### src/rtl/psychic5_rom_arbiter.sv
// Shares one SDRAM read port among CH ROM channels, each fronted by a
// single-entry cache; fixed-priority or round-robin arbitration.
module psychic5_rom_arbiter #(
   parameter int unsigned CH      = 3,
   parameter int unsigned AW      = 17,
   parameter int unsigned DW      = 8,
   parameter int unsigned RR_MODE = 1
) (
   input  logic             i_EMU_MCLK,
   input  logic             i_EMU_INITRST_n,
   input  logic             i_FLUSH,
   input  logic [CH*AW-1:0] i_CH_ADDR,
   input  logic [CH-1:0]    i_CH_RQ_n,
   output logic [CH*DW-1:0] o_CH_DATA,
   output logic [CH-1:0]    o_CH_RDY,
   output logic [AW-1:0]    o_SDRAM_ADDR,
   output logic             o_SDRAM_RQ,
   input  logic             i_SDRAM_ACK,
   input  logic [DW-1:0]    i_SDRAM_DATA
);

   localparam int unsigned IW = (CH > 1) ? $clog2(CH) : 1;

   typedef enum logic [1:0] {ST_IDLE, ST_ISSUE, ST_WAIT} state_t;

   state_t                state_q, state_d;
   logic [CH-1:0]         valid_q, valid_d;
   logic [CH-1:0][AW-1:0] tag_q, tag_d;
   logic [CH-1:0][DW-1:0] data_q, data_d;
   logic [AW-1:0]         addr_q, addr_d;
   logic [IW-1:0]         win_q, win_d;
   logic [IW-1:0]         last_q, last_d;
   logic                  rq_q, rq_d;
   logic                  drop_q, drop_d;

   logic [CH-1:0][AW-1:0] ch_addr;
   logic [CH-1:0]         rdy_c;
   logic [CH-1:0]         pend_c;
   logic                  found_c;
   logic [IW-1:0]         sel_c;
   logic [IW-1:0]         cand_c;

   assign ch_addr = i_CH_ADDR;

   // Cache hit: entry valid and tagged with the channel's present address.
   always_comb begin : hit
      rdy_c = '0;
      for (int n = 0; n < int'(CH); n++) begin
         rdy_c[n] = valid_q[n] && (tag_q[n] == ch_addr[n]);
      end
   end

   assign pend_c = ~i_CH_RQ_n & ~rdy_c;

   // Round-robin scans from the channel after the last grant; fixed scans from 0.
   always_comb begin : arbitrate
      found_c = 1'b0;
      sel_c   = '0;
      cand_c  = '0;
      for (int i = 0; i < int'(CH); i++) begin
         if (RR_MODE != 0) cand_c = IW'((int'(last_q) + 1 + i) % int'(CH));
         else              cand_c = IW'(i);
         if (!found_c && pend_c[cand_c]) begin
            found_c = 1'b1;
            sel_c   = cand_c;
         end
      end
   end

   always_ff @(posedge i_EMU_MCLK) begin : state_reg
      if (!i_EMU_INITRST_n) state_q <= ST_IDLE;
      else                  state_q <= state_d;
   end

   always_comb begin : next_state
      state_d = state_q;
      case (state_q)
         ST_IDLE:  if (found_c) state_d = ST_ISSUE;
         ST_ISSUE: state_d = ST_WAIT;
         ST_WAIT:  if (i_SDRAM_ACK) state_d = ST_IDLE;
         default:  state_d = ST_IDLE;
      endcase
   end

   always_comb begin : outputs
      addr_d  = addr_q;
      win_d   = win_q;
      last_d  = last_q;
      rq_d    = 1'b0;
      drop_d  = drop_q;
      valid_d = valid_q;
      tag_d   = tag_q;
      data_d  = data_q;
      case (state_q)
         ST_IDLE: begin
            if (found_c) begin
               rq_d   = 1'b1;
               win_d  = sel_c;
               last_d = sel_c;
               addr_d = ch_addr[sel_c];
               drop_d = 1'b0;
            end
         end
         ST_WAIT: begin
            if (i_SDRAM_ACK && !drop_q && !i_FLUSH) begin
               valid_d[win_q] = 1'b1;
               tag_d[win_q]   = addr_q;
               data_d[win_q]  = i_SDRAM_DATA;
            end
         end
         default: ;
      endcase
      // A flush while a fetch is outstanding poisons that fill.
      if (i_FLUSH) begin
         valid_d = '0;
         if (state_q != ST_IDLE) drop_d = 1'b1;
      end
   end

   always_ff @(posedge i_EMU_MCLK) begin : datapath_reg
      if (!i_EMU_INITRST_n) begin
         valid_q <= '0;
         tag_q   <= '0;
         data_q  <= '0;
         addr_q  <= '0;
         win_q   <= '0;
         last_q  <= IW'(CH - 1);
         rq_q    <= 1'b0;
         drop_q  <= 1'b0;
      end else begin
         valid_q <= valid_d;
         tag_q   <= tag_d;
         data_q  <= data_d;
         addr_q  <= addr_d;
         win_q   <= win_d;
         last_q  <= last_d;
         rq_q    <= rq_d;
         drop_q  <= drop_d;
      end
   end

   assign o_CH_RDY     = rdy_c;
   assign o_CH_DATA    = data_q;
   assign o_SDRAM_ADDR = addr_q;
   assign o_SDRAM_RQ   = rq_q;

endmodule

### config.mk
export PLATFORM = sky130hd
export DESIGN_NAME = psychic5_rom_arbiter
export DESIGN_NICKNAME = d
export VERILOG_FILES = /design/src/rtl/psychic5_rom_arbiter.sv
export SDC_FILE = /design/constraint.sdc
export NUM_CORES = 1
export LEC_CHECK = 0
export CORE_UTILIZATION = 54
export CTS_CLUSTER_DIAMETER = 100
export CTS_CLUSTER_SIZE = 10
export DETAILED_ROUTE_END_ITERATION = 10
export PLACE_DENSITY_LB_ADDON = 0.15
export RECOVER_POWER = 25
export SYNTH_ARGS = -nofsm -noshare
export SYNTH_HDL_FRONTEND = slang
export SYNTH_SLANG_ARGS = --single-unit
### constraint.sdc
create_clock -name i_EMU_MCLK -period 4.2 [get_ports i_EMU_MCLK]
set_input_delay 0.84 -clock i_EMU_MCLK [delete_from_list [all_inputs] [get_ports i_EMU_MCLK]]
set_output_delay 0.84 -clock i_EMU_MCLK [all_outputs]
set_load 0.05 [all_outputs]
# Word level (Yosys, flattened, before mapping)
# Index checks and enable logic that the tools add are counted.
[word_totals]
ff_bits = 103
inputBits = 66
output_inout_bits = 45
word_cells = 86
[op_classes]
n_addsub = 3
div_mod_pow = 3
magnitude_cmp = 6
n_eq_ne = 7
n_mux = 30
bitwise = 5
n_reduce_logical = 19
[op_table]
columns = ["operator", "n"]
rows = [
  ["$mod A32 B3 Y32 const B", 3],
  ["$bwmux W51", 1],
  ["$eq A17 B17 Y1", 3],
  ["$bmux W17 S2", 1],
  ["$demux W17 S2", 1],
  ["$mux W17", 2],
  ["$add A32 B2 Y32 const B", 1],
  ["$bwmux W24", 1],
  ["$demux W8 S2", 1],
  ["$lt A2 B3 Y1 const B", 5],
  ["$mux W1", 12],
  ["$mux W2", 5],
  ["$logic_and A1 B1 Y1", 8],
  ["$mux W8", 1],
  ["$reduce_and A2 Y1", 4],
  ["$bmux W1 S2", 3],
  ["$not A3 Y3", 2],
  ["$pmux W2 S3", 1],
  ["$add A3 B2 Y4 const B", 1],
  ["$logic_not A1 Y1", 4],
  ["$ne A2 B2 Y1 const B", 2],
  ["$add A2 B1 Y3 const B", 1],
  ["$and A3 B3 Y3", 1],
  ["$or A3 B3 Y3", 1],
  ["other kinds (8)", 8],
]

# Depth between registers and ports, before layout
# Gate-level depths: netlist (run 1).
[logic_depth]
ltp_word = 17
depth_mapped = 13
ltp_nobuf = 10

# Worst setup path after synthesis (run 1)
# Ideal clock, no wire load.
[synth_path]
kind = "input-to-output"
start = "input port i_CH_ADDR[13]"
end = "output port o_CH_RDY[0]"
arrival_ns = 2.441
t_required_ns = 3.360
path_slack_ns = 0.919
path_stages = 4
path_buffers = 0
cell_sequence = "xor2_1 > nor4_1 > nand3_1 > nor3_1"
[synth_between]
elab_chain_cells = 2
[synth_lines]
columns = ["element", "line_no", "rtl"]
rows = [
  ["from (decl)", "12", "input logic [CH*AW-1:0] i_CH_ADDR,"],
  ["$eq A17 B17 Y1", "49", "rdy_c[n] = valid_q[n] && (tag_q[n] == ch_addr[n]);"],
  ["$logic_and A1 B1 Y1", "49", ""],
  ["to (decl)", "15", "output logic [CH-1:0] o_CH_RDY,"],
]
# Every way passes these cells.

# Final worst setup path (run 1)
[layout_path]
start = "input port i_CH_ADDR[28]"
end = "output port o_CH_RDY[1]"
# The elaborated chain is that of the path after synthesis.

==> results of run 1 <==
==> cell type report <==
type                       instances  area (sq um)  share of cell area
multi-input combinational        436          2526              0.4159
clock inverter                     6         52.55            0.008653
sequential                       102          2042              0.3362
tap                              105         131.4             0.02163
inverter                           4         15.01            0.002472
timing repair buffer             118          1169              0.1924
clock buffer                      10         137.6             0.02266
==> how the worst max path moves through the flow <==
| stage | startpoint | endpoint |
|---|---|---|
| 2_1_floorplan | i_CH_ADDR[13] | o_CH_RDY[0] |
| 3_3_place_gp | i_CH_ADDR[28] | o_CH_RDY[1] |
| 3_5_place_dp | i_CH_ADDR[28] | o_CH_RDY[1] |
| 4_1_cts | i_CH_ADDR[28] | o_CH_RDY[1] |
| 5_1_grt | i_CH_ADDR[28] | o_CH_RDY[1] |
| 6_report | i_CH_ADDR[28] | o_CH_RDY[1] |
==> logic make-up after synthesis <==
logic type | after synthesis | share of synthesized area
simple gates | 248 | 0.2349
xor+xnor | 51 | 0.09432
fa+ha+maj | 2 | 0.005283
buf+inv | 37 | 0.03884
mux | 18 | 0.03804
flops | 102 | 0.4312
compound gates | 117 | 0.1575
==> stage by stage <==
stage,setup slack (ps),instances
floorplan,918.6,575
global placement,282.5,765
detailed placement,185.8,765
CTS,184.7,781
global route,167.8,781
finish,183.7,781
==> power groups by stage <==
stage	clock, mW	combinational (mW)	sequential, mW
after global placement	0	0.750	1.16
final	0.599	0.753	1.14
after detailed placement	0	0.760	1.16
after floorplan	0	0.326	1.31
after CTS	0.605	0.764	1.14
after global routing	0.642	0.797	1.15
==> Yosys cell counts, types with 2 or more instances <==
cell	instances	area, sq um
o21ai_0	5	25.02
ha_1	2	25.02
inv_1	3	11.26
a21o_1	2	15.01
xnor2_1	11	96.34
a21oi_1	80	400.4
o21a_1	4	30.03
or3_1	2	12.51
nor4_1	14	87.58
or2_1	2	12.51
a21oi_2	2	17.52
a32o_1	17	170.2
mux2i_1	18	180.2
nor3_1	8	40.04
nor2_1	7	26.28
nand3_1	5	25.02
or2_0	10	62.56
xor2_1	40	350.3
nand4_1	4	25.02
nand2_1	177	664.4
buf_2	3	15.01
or2_2	5	31.28
buf_1	2	7.510
clkbuf_1	22	82.58
nor4b_1	5	43.79
buf_6	3	33.78
and3_1	2	12.51
dfxtp_1	102	2042
==> sequential cells by signal (all words and copies together) (netlist names) <==
signal        count
o_SDRAM_ADDR     17
state_q           2
drop_q            1
o_CH_DATA        24
last_q            1
o_SDRAM_RQ        1
tag_q            51
win_q             2
valid_q           3
==> worst max-delay path, cell delays in order <==
cell	delay (ps)
clkdlybuf4s50_1	450
xor2_1	160
nor4_1	420
nand3_1	230
nor2_1	240
clkdlybuf4s50_1	840
==> routing by layer <==
layer | part of all wire | global-route usage | vias up
li1 | - | - | 2148
met1 | 0.44 | 0.3947 | 2081
met2 | 0.48 | 0.4839 | 160
met3 | 0.056 | 0.04386 | 31
met4 | 0.027 | 0.1157 | 0
met5 | 0 | 0 | -
==> reports/results.ini, run 1 <==
[outcome]
outcome = finished, final reports clean

[clock_network]
path_clk_slew_ps = 100
clk_latency_ps = 370
postCtsSetupBuffers = 0
cts-root-buf = clkbuf_8
clock_sinks = 102
hold_buffers = 0
cts_max_level = 3
cts_buffers = 9
cts_tree = built
cts.path.max_buffers = 2
post_cts_resized = 0

[routing]
drt-total-wl_mm = 13.35
vias = 4420
drtAntennaViolNets = 0
drtIter0Drc = 209
firstDrtPassIters = 5
drc = 0
via_per_inst = 5.659
wl_per_cell_microns = 17.09

[finish]
area_delta_synth_final_pct = 28.24
layout.nets = 739
final_area_sq_um = 6073
final_cell_mix = nand2_1, dfxtp_1, a21oi_1
fillers = 674
drive_gt1_frac = 0.06065
final_common_cell = nand2_1
fin_util = 0.7282
diodes = 0

[synthesis]
synthArstFlopShare = 0
syn-num-nets = 643
ys_seq_area_frac = 0.4312
synthFlopType = dfxtp_1
ys_types = 46
avgSynthCellArea_sq_um = 8.236
ys_seq_elements = 102
synth_area_sq_um = 4736
synth-edff-count = 0
netlist_instances = 575
yosys_warnings = 0

[critical_path]
crit_path_end_kind = primary output
r2r_setup_slack_ps = 1350
cp_max_fo = 2
r2r-start = tag_q[28]
worstPathRequired_ps = 3360
worst_setup_path_start_kind = input port
reg2reg_depth = 9
crit_arrival_ps = 3180
rr_endpoint = o_SDRAM_ADDR[3]
critPathKind = in -> out

[power]
pwr-share-comb = 0.302
power.share.clock = 0.240
switching_power_mw = 0.9240
seq_power_share = 0.458
ir_worst_vdd_mv = 0.2239
finalPower_mw = 2.492
powerDensity_nw_per_um2 = 410.4
p_leak_nw = 2.239
power.share.switching = 0.3708
p_int_mw = 1.568

[sta]
worst_pin_slew_ps = 1336
hold_violations = 0
slew_violations = 0
slew-limit-headroom = 0.1083
post-route-min-period_ps = 4016
min_period_over_period = 0.9563
grt_setup_unrepaired = no
setup_tns_ps = 0
holdWs_ps = 454.1
setup_viol = 0
fmax_ghz = 0.2490
fin_skew_ps = 15.11

[die]
die_h_microns = 95.65
core_sq_um = 8341
io_pins = 111
die_w_microns = 95.65
die-area_sq_um = 9149
placementRows = 33
start_util = 0.5678

[placement]
post-dp-hpwl_mm = 9.917
port_buffers = 110
place_area_sq_um = 5883
gp_congestion = 0.9609

[global_route]
grtUsageTotal = 0.2969
grt_pass1_vias = 3976
grt_pass1_wl_mm = 20.25
antenna_found_initial = 0
overflow = 0
grt_start_max_net_pins = 43

[job]
max-cap-violations = 0

[hold_path]
hold_depth = 2
hold_path.class = reg -> reg
min_to = o_CH_DATA[1]
worstHoldStart = o_CH_DATA[1]

Power figures use the tool's default switching activity.
==> run 2: changes to the inputs <==
CTS_CLUSTER_SIZE = not set   (was 10)
==> results of run 2 <==
Final layout, timing and power as in run 1 (identical DEF).
==> run 3: changes to the inputs <==
CELL_PAD_IN_SITES_DETAIL_PLACEMENT = 1   (was not set)
CELL_PAD_IN_SITES_GLOBAL_PLACEMENT = 1   (was not set)
CORE_UTILIZATION = 39   (was 54)
==> reports/results.ini, run 3 (synthesized netlist as in run 1, its figures left out) <==
[die]
start_util = 0.4078  ; was 0.5678
io_pins = 111  ; unchanged
die_w_microns = 112.2  ; was 95.65 microns
die_h_microns = 112.2  ; was 95.65 microns
core_sq_um = 11610  ; was 8341 sq um
die-area_sq_um = 12590  ; was 9149 sq um
placementRows = 39  ; was 33

[clock_network]
clock_sinks = 102  ; unchanged
clk_latency_ps = 350  ; was 370 ps
cts.path.max_buffers = 2  ; unchanged
cts_buffers = 9  ; unchanged
hold_buffers = 0  ; unchanged
postCtsSetupBuffers = 0  ; unchanged
cts_tree = built  ; unchanged
post_cts_resized = 0  ; unchanged
cts_max_level = 3  ; unchanged
cts-root-buf = clkbuf_16  ; was clkbuf_8
path_clk_slew_ps = 70  ; was 100 ps

[sta]
setup_tns_ps = 0  ; unchanged
hold_violations = 0  ; unchanged
setup_viol = 0  ; unchanged
slew_violations = 82  ; was 0
post-route-min-period_ps = 3613  ; was 4016 ps
holdWs_ps = 456.5  ; was 454.1 ps
grt_setup_unrepaired = no  ; unchanged
worst_pin_slew_ps = 1701  ; was 1336 ps
slew-limit-headroom = -0.1342  ; was 0.1083
fmax_ghz = 0.2768  ; was 0.2490 GHz
min_period_over_period = 0.8602  ; was 0.9563
fin_skew_ps = 5.417  ; was 15.11 ps

[routing]
drt-total-wl_mm = 15.52  ; was 13.35 mm
drtIter0Drc = 172  ; was 209
firstDrtPassIters = 7  ; was 5
via_per_inst = 5.355  ; was 5.659
drtAntennaViolNets = 0  ; unchanged
wl_per_cell_microns = 18.92  ; was 17.09 microns
drc = 6  ; was 0
vias = 4391  ; was 4420

[outcome]
outcome = finished with violations  ; was finished, final reports clean
violations = design-rule violations, max-capacitance violations, max-slew violations

[critical_path]
cp_max_fo = 14  ; was 2
worst_setup_path_start_kind = input port  ; unchanged
critPathKind = in -> reg  ; was in -> out
crit_path_end_kind = register  ; was primary output
worstPathRequired_ps = 4430  ; was 3360 ps
crit_arrival_ps = 3850  ; was 3180 ps

[power]
ir_worst_vdd_mv = 0.2164  ; was 0.2239 mV
p_leak_nw = 2.318  ; was 2.239 nW
powerDensity_nw_per_um2 = 456.9  ; was 410.4 nW/um^2

[finish]
layout.nets = 740  ; was 739
final_cell_mix = nand2_1, dfxtp_1, a21oi_1  ; unchanged
area_delta_synth_final_pct = 32.55  ; was 28.24%
drive_gt1_frac = 0.06352  ; was 0.06065
diodes = 0  ; unchanged
final_common_cell = nand2_1  ; unchanged
largest_reg_flops = 51  ; unchanged
regMostFlops = tag_q  ; unchanged
final_area_sq_um = 6277  ; was 6073 sq um

[placement]
place_area_sq_um = 5936  ; was 5883 sq um
gp_congestion = 0.9020  ; was 0.9609
port_buffers = 110  ; unchanged
post-dp-hpwl_mm = 11.64  ; was 9.917 mm

[global_route]
grt_start_max_net_pins = 82  ; was 43
grt_pass1_vias = 4511  ; was 3976
grt_pass1_wl_mm = 24.61  ; was 20.25 mm
antenna_found_initial = 0  ; unchanged
grtUsageTotal = 0.2556  ; was 0.2969
overflow = 0  ; unchanged

[job]
max-cap-violations = 1  ; was 0

[hold_path]
hold_path.class = reg -> reg  ; unchanged

-- run 3: metal layers --
metal / share of wire / up-vias / GRT usage / routed length [microns]
met5: 0 / - / 0 / 0
met2: 0.48 / 103 / 0.4265 / 7409
li1: - / 2151 / - / -
met1: 0.45 / 2110 / 0.3313 / 7030
met3: 0.040 / 27 / 0.03402 / 618
met4: 0.030 / 0 / 0.1120 / 459
-- run 3: critical path: stages --
cell             delay [ps]
clkdlybuf4s50_1         440
xor2_1                  170
nor4_1                  510
nand3_1                 250
o21bai_4                300
a31oi_1                 120
a21o_1                  390
buf_4                   250
or2_2                   290
a32o_1                  280
-- run 3: final timing paths --
kind / startpoint / end / slack, ps / cells after the start
worst max-delay path: i_CH_ADDR[24] / o_SDRAM_ADDR[12] / 590 / 10
worst min-delay path: o_CH_DATA[13] / o_CH_DATA[13] / 460 / 2
worst max register to register: tag_q[24] / o_SDRAM_ADDR[12] / 1190 / 9
worst min register to register: o_CH_DATA[13] / o_CH_DATA[13] / 460 / 2
-- run 3: power by group --
group	total (mW)	internal [mW]	switching, mW
Combinational	0.770	0.295	0.475
Sequential	1.15	1.04	0.113
Clock	0.949	0.573	0.375
-- run 3: final cells by class --
class	count	area, sq um
Clock inverter	4	77.57
Sequential cell	102	2042
Clock buffer	12	266.5
Multi-Input combinational cell	436	2526
Fill cell	1390	5336
Timing Repair Buffer	119	1171
Tap cell	143	178.9
Inverter	4	15.01
-- run 3: stage by stage --
step           total power [mW]  utilization  worst slack (ps)  cells
3_3_place_gp              1.930       0.5111             406.0    804
5_1_grt                   2.977       0.5405             374.3    820
4_1_cts                   2.897       0.5407             584.5    820
2_1_floorplan             1.638            -             918.6    575
3_5_place_dp              1.949       0.5111             246.8    804
6_report                  2.868       0.5405             587.0    820
